$ cat src/rtl/byte_serializer.sv
`default_nettype none
// +-------------------------------------------------------------------------+
// | byte_serializer: 2-entry byte FIFO feeding an 8-bit shift register      |
// | that emits one bit per clock, with configurable bit order.              |
// | Revision: 1.0                                                           |
// +-------------------------------------------------------------------------+
module byte_serializer #(
   parameter logic IDLE_BIT  = 1'b0,
   parameter int   MSB_FIRST = 1
) (
   input  logic       clk,
   input  logic       rst,
   input  logic [7:0] in_data,
   input  logic       in_valid,
   output logic       in_ready,
   output logic       out_bit,
   output logic       out_valid,
   output logic       out_last,
   output logic       busy
);

   localparam logic [0:0] S_IDLE  = 1'b0;
   localparam logic [0:0] S_SHIFT = 1'b1;

   logic [0:0] r_state;
   logic [0:0] w_next_state;
   logic [7:0] r_fifo [2];
   logic       r_wr_ptr;
   logic       r_rd_ptr;
   logic [1:0] r_count;
   logic [7:0] r_shift;
   logic [2:0] r_bit_cnt;

   logic       w_push;
   logic       w_pop;
   logic       w_fifo_nonempty;
   logic       w_byte_done;
   logic [7:0] w_shift_next;
   logic       w_tap;

   // Ready depends only on registered occupancy, so a same-cycle pop never raises it.
   assign in_ready        = ~rst & (r_count != 2'd2);
   assign w_push          = in_valid & in_ready;
   assign w_fifo_nonempty = (r_count != 2'd0);
   assign w_byte_done     = (r_state == S_SHIFT) && (r_bit_cnt == 3'd7);
   assign w_pop           = w_fifo_nonempty && ((r_state == S_IDLE) || w_byte_done);
   assign busy            = w_fifo_nonempty || (r_state == S_SHIFT);

   generate
      if (MSB_FIRST != 0) begin : g_msb_first
         assign w_shift_next = {r_shift[6:0], 1'b0};
         assign w_tap        = r_shift[7];
      end else begin : g_lsb_first
         assign w_shift_next = {1'b0, r_shift[7:1]};
         assign w_tap        = r_shift[0];
      end
   endgenerate

   always_ff @(posedge clk) begin
      if (rst) begin
         r_state <= S_IDLE;
      end else begin
         r_state <= w_next_state;
      end
   end

   always_comb begin
      w_next_state = r_state;
      case (r_state)
         S_IDLE:  if (w_fifo_nonempty) w_next_state = S_SHIFT;
         S_SHIFT: if (w_byte_done && !w_fifo_nonempty) w_next_state = S_IDLE;
         default: w_next_state = S_IDLE;
      endcase
   end

   always_comb begin
      out_valid = 1'b0;
      out_last  = 1'b0;
      out_bit   = IDLE_BIT;
      if (r_state == S_SHIFT) begin
         out_valid = 1'b1;
         out_last  = (r_bit_cnt == 3'd7);
         out_bit   = w_tap;
      end
   end

   always_ff @(posedge clk) begin
      if (rst) begin
         r_wr_ptr  <= 1'b0;
         r_rd_ptr  <= 1'b0;
         r_count   <= 2'd0;
         r_shift   <= 8'd0;
         r_bit_cnt <= 3'd0;
      end else begin
         if (w_push) begin
            r_fifo[r_wr_ptr] <= in_data;
            r_wr_ptr         <= ~r_wr_ptr;
         end
         if (w_pop) begin
            r_rd_ptr <= ~r_rd_ptr;
         end
         case ({w_push, w_pop})
            2'b10:   r_count <= r_count + 2'd1;
            2'b01:   r_count <= r_count - 2'd1;
            default: r_count <= r_count;
         endcase
         // Reload on the last bit keeps consecutive bytes gap-free.
         if (w_pop) begin
            r_shift   <= r_fifo[r_rd_ptr];
            r_bit_cnt <= 3'd0;
         end else if ((r_state == S_SHIFT) && (r_bit_cnt != 3'd7)) begin
            r_shift   <= w_shift_next;
            r_bit_cnt <= r_bit_cnt + 3'd1;
         end
      end
   end

endmodule
`default_nettype wire

$ cat config.mk
export PLATFORM = sky130hd
export DESIGN_NAME = byte_serializer
export DESIGN_NICKNAME = d
export VERILOG_FILES = /design/src/rtl/byte_serializer.sv
export SDC_FILE = /design/constraint.sdc
export NUM_CORES = 1
export LEC_CHECK = 0
export ABC_AREA = 1
export CAP_MARGIN = 20
export CORE_ASPECT_RATIO = 1.5
export CORE_UTILIZATION = 40
export CTS_BUF_LIST = sky130_fd_sc_hd__clkbuf_8
export DETAILED_ROUTE_END_ITERATION = 6
export HOLD_SLACK_MARGIN = 0.1
export PLACE_DENSITY = 0.58
export SLEW_MARGIN = 10
export SYNTH_ARGS = -nofsm -noshare
export SYNTH_HDL_FRONTEND = slang
export SYNTH_SLANG_ARGS = --single-unit
$ cat constraint.sdc
create_clock -name clk -period 4.1 [get_ports clk]
set_clock_uncertainty 0.1 [all_clocks]
set_input_delay 0.82 -clock clk [delete_from_list [all_inputs] [get_ports clk]]
set_output_delay 0.82 -clock clk [all_outputs]
set_load 0.01 [all_outputs]
==> run metrics <==
run status=completed; num ports=16; Chip Width=50.6 um; Post-synth EDFFs=16; first-pass GRT wire length=3.61 mm; maxcap violations=0; Slew Limit Headroom=52.1%; r2r startpoint=r_bit_cnt[0]; Setup Buffers After CTS=0; HP Start=r_bit_cnt[2]; Total GRT Usage=a little over an eighth; Worst-path clk slew=0.06 ns; clk buf depth=2; WP buf/inv=2; Critical Path Slowest Stage Cell=clkdlybuf4s50_1; Worst Path Arrival=~2.3 ns; Sequential Area=approximately 820 um^2; Reg2Reg Depth=8; Yosys reg bits=33; Warnings, synthesis=0; clock sinks=33; number of antenna diodes=0; # rows=26; hold crit path type=register to register; Synth Area per Inst=9.03 um^2; critical path class=input pin to primary output; peak supply drop=0.000251 V; max frequency=roughly 310 MHz; Port Buffer Count=15; Area growth, synth to finish=19.3%; largest net degree at the start of global routing=17; total wire length=about 2.1 mm; Primary FF master, synth=dfxtp_1; worst-path fanout max=11; Metal-1 WL=921 um; clk_lat worst skew=0.28 ns; share of the synthesized area in the top cell type=33.9%; Die Ht=about 75 um; area occupied by multi-input gates=464 um^2; hold buffers post-CTS=0; Syn Inst Count=157; initial antenna violation count=0; cts bufs inserted=5; routed vias/inst=4.61; router iterations before antenna repair=4; die area=0.00379 mm^2; Starting DRT DRC Count=27; Mapped Area=~0.0014 mm^2; gr ovfl total=0; Worst-Margin Slew=between 0.7 and 0.8 ns; fin. max-slew vios=0; power per cell area=between 600 and 700 mW/mm^2; routability congestion estimate=0.734; CP Cell Sequence=clkdlybuf4s50_1, a21oi_1, clkdlybuf4s50_1; ranking of synthesized cells by area=edfxtp_1, dfxtp_1, nand2_1; vias after detailed routing=1,004; R2R Path End=r_count[1]; CTS tree=built; top sig layer=met4; CP required=between 3 and 4 ns; met2 WL=1.09 mm; CP delay by family, top=buffers and inverters; worst stage delay on the critical path=0.62 ns; final setup vio count=0; hold_ws=0.368 ns; WHS Endpoint=r_bit_cnt[2]; Core Region=about 0.0034 mm^2; wire length on met3=77 um; number of H-tree levels=2; Reg2Reg Setup Slack=2.04 ns; top cell type by total area after synthesis=edfxtp_1; post_cts resized=0; Initial Util=roughly two fifths; WL/cell=9.85 um; clock root buffer=clkbuf_8; leak pwr=roughly 0.70 nW; Hold Fails Final Rpt=0; post-synthesis sequential area ratio=57.9%; crit start category=input pin; worst hold stages=2; Final TNS setup=0 ns; FFs w/ async S/R, synth=0%; Routed Antenna Nets=0; Synthesized Nets=between 150 and 200; Final Cycle Share=77.5%; Worst path most repeated cell=clkdlybuf4s50_1; DRC=0; min cycle time layout=3.18 ns; Nets=roughly 190; vias in the first global route=904; Yosys cell types=20; unrepaired setup endpoints after global routing=no; Fillers=327; Worst Setup End Kind=primary output; layout cell share with drive strength beyond 1=between 7 and 8%; Detailed Place HPWL=1.55 mm
[sequential cells by signal (all words and copies together) (netlist names), named ones only]
name / count
r_fifo: 16
r_shift: 8
r_bit_cnt: 3
r_count: 2
r_rd_ptr: 1
r_state: 1
r_wr_ptr: 1
[routing by layer]
metal  GRT usage, %  up-vias
li1               -      538
met1           13.5      444
met2           23.6       15
met3           3.64        7
met4           9.26        0
met5              0        -
[logic make-up (layout without fill, tap and decap cells)]
kind of cell               count (synthesis)  in the layout  synth area share, %
and+or+nand+nor                           64             64                 19.7
DFF                                       33             33                 57.9
adders and majority gates                  3              3                 2.65
buffers and inverters                     30             49                 9.36
xor gates and xnor gates                   1              1                0.618
AOI/OAI and AO/OA                         26             26                 9.80
[through the flow]
step | utilization, % | instance area (um^2) | power (mW) | instances | worst slack, ns
detailed placement | 46.9 | 1590 | 0.773 | 210 | 0.892
global route | 50.0 | 1690 | 1.12 | 218 | 0.823
floorplan | - | 1420 | 0.704 | 157 | 1.96
CTS | 50.0 | 1690 | 1.06 | 218 | 0.910
finish | 50.0 | 1690 | 1.05 | 218 | 0.922
global placement | 46.9 | 1590 | 0.765 | 210 | 0.918
[final cells by class]
cell class	count	area share, %
Clock inverter	3	2.22
Tap cell	42	3.11
Timing Repair Buffer	15	8.88
Inverter	26	5.77
Clock buffer	5	4.07
Sequential cell	33	48.5
Multi-Input combinational cell	94	27.4
[synthesized netlist by cell type, types with 2 or more instances]
cell	instances
ha_1	3
a21oi_1	13
inv_1	26
nor2_4	2
buf_2	2
nor2_1	3
nand3_1	11
nand2_1	44
a21oi_2	2
o21ai_0	10
dfxtp_1	17
edfxtp_1	16
[how the worst max path moves through the flow]
stage | from | endpoint | cells past startpoint
CTS | rst | in_ready | 3
finish | rst | in_ready | 3
global placement | rst | in_ready | 3
floorplan | rst | in_ready | 2
detailed placement | rst | in_ready | 3
global route | rst | in_ready | 3
[tightest hold or removal path: stages, from the launching register on]
cell and delay, ns:
dfxtp_1 0.31, nand2_1 0.06, a21oi_1 0.05
[where the power goes]
part / internal, mW / switching, mW
registers: 0.415 / 0.0461
clock network: 0.177 / 0.109
logic: 0.120 / 0.182
total: 0.712 / 0.337
[placed cells by master (no fill, tap or decap), types with 2 or more instances in the layout]
master	n
clkbuf_8	5
a21oi_1	13
clkdlybuf4s50_1	15
ha_1	3
dfxtp_1	17
nand3_1	11
a21oi_2	2
nor2_1	3
nor2_4	2
inv_1	27
edfxtp_1	16
o21ai_0	10
nand2_1	44
Note: power is estimated with default switching activity, not from simulation.
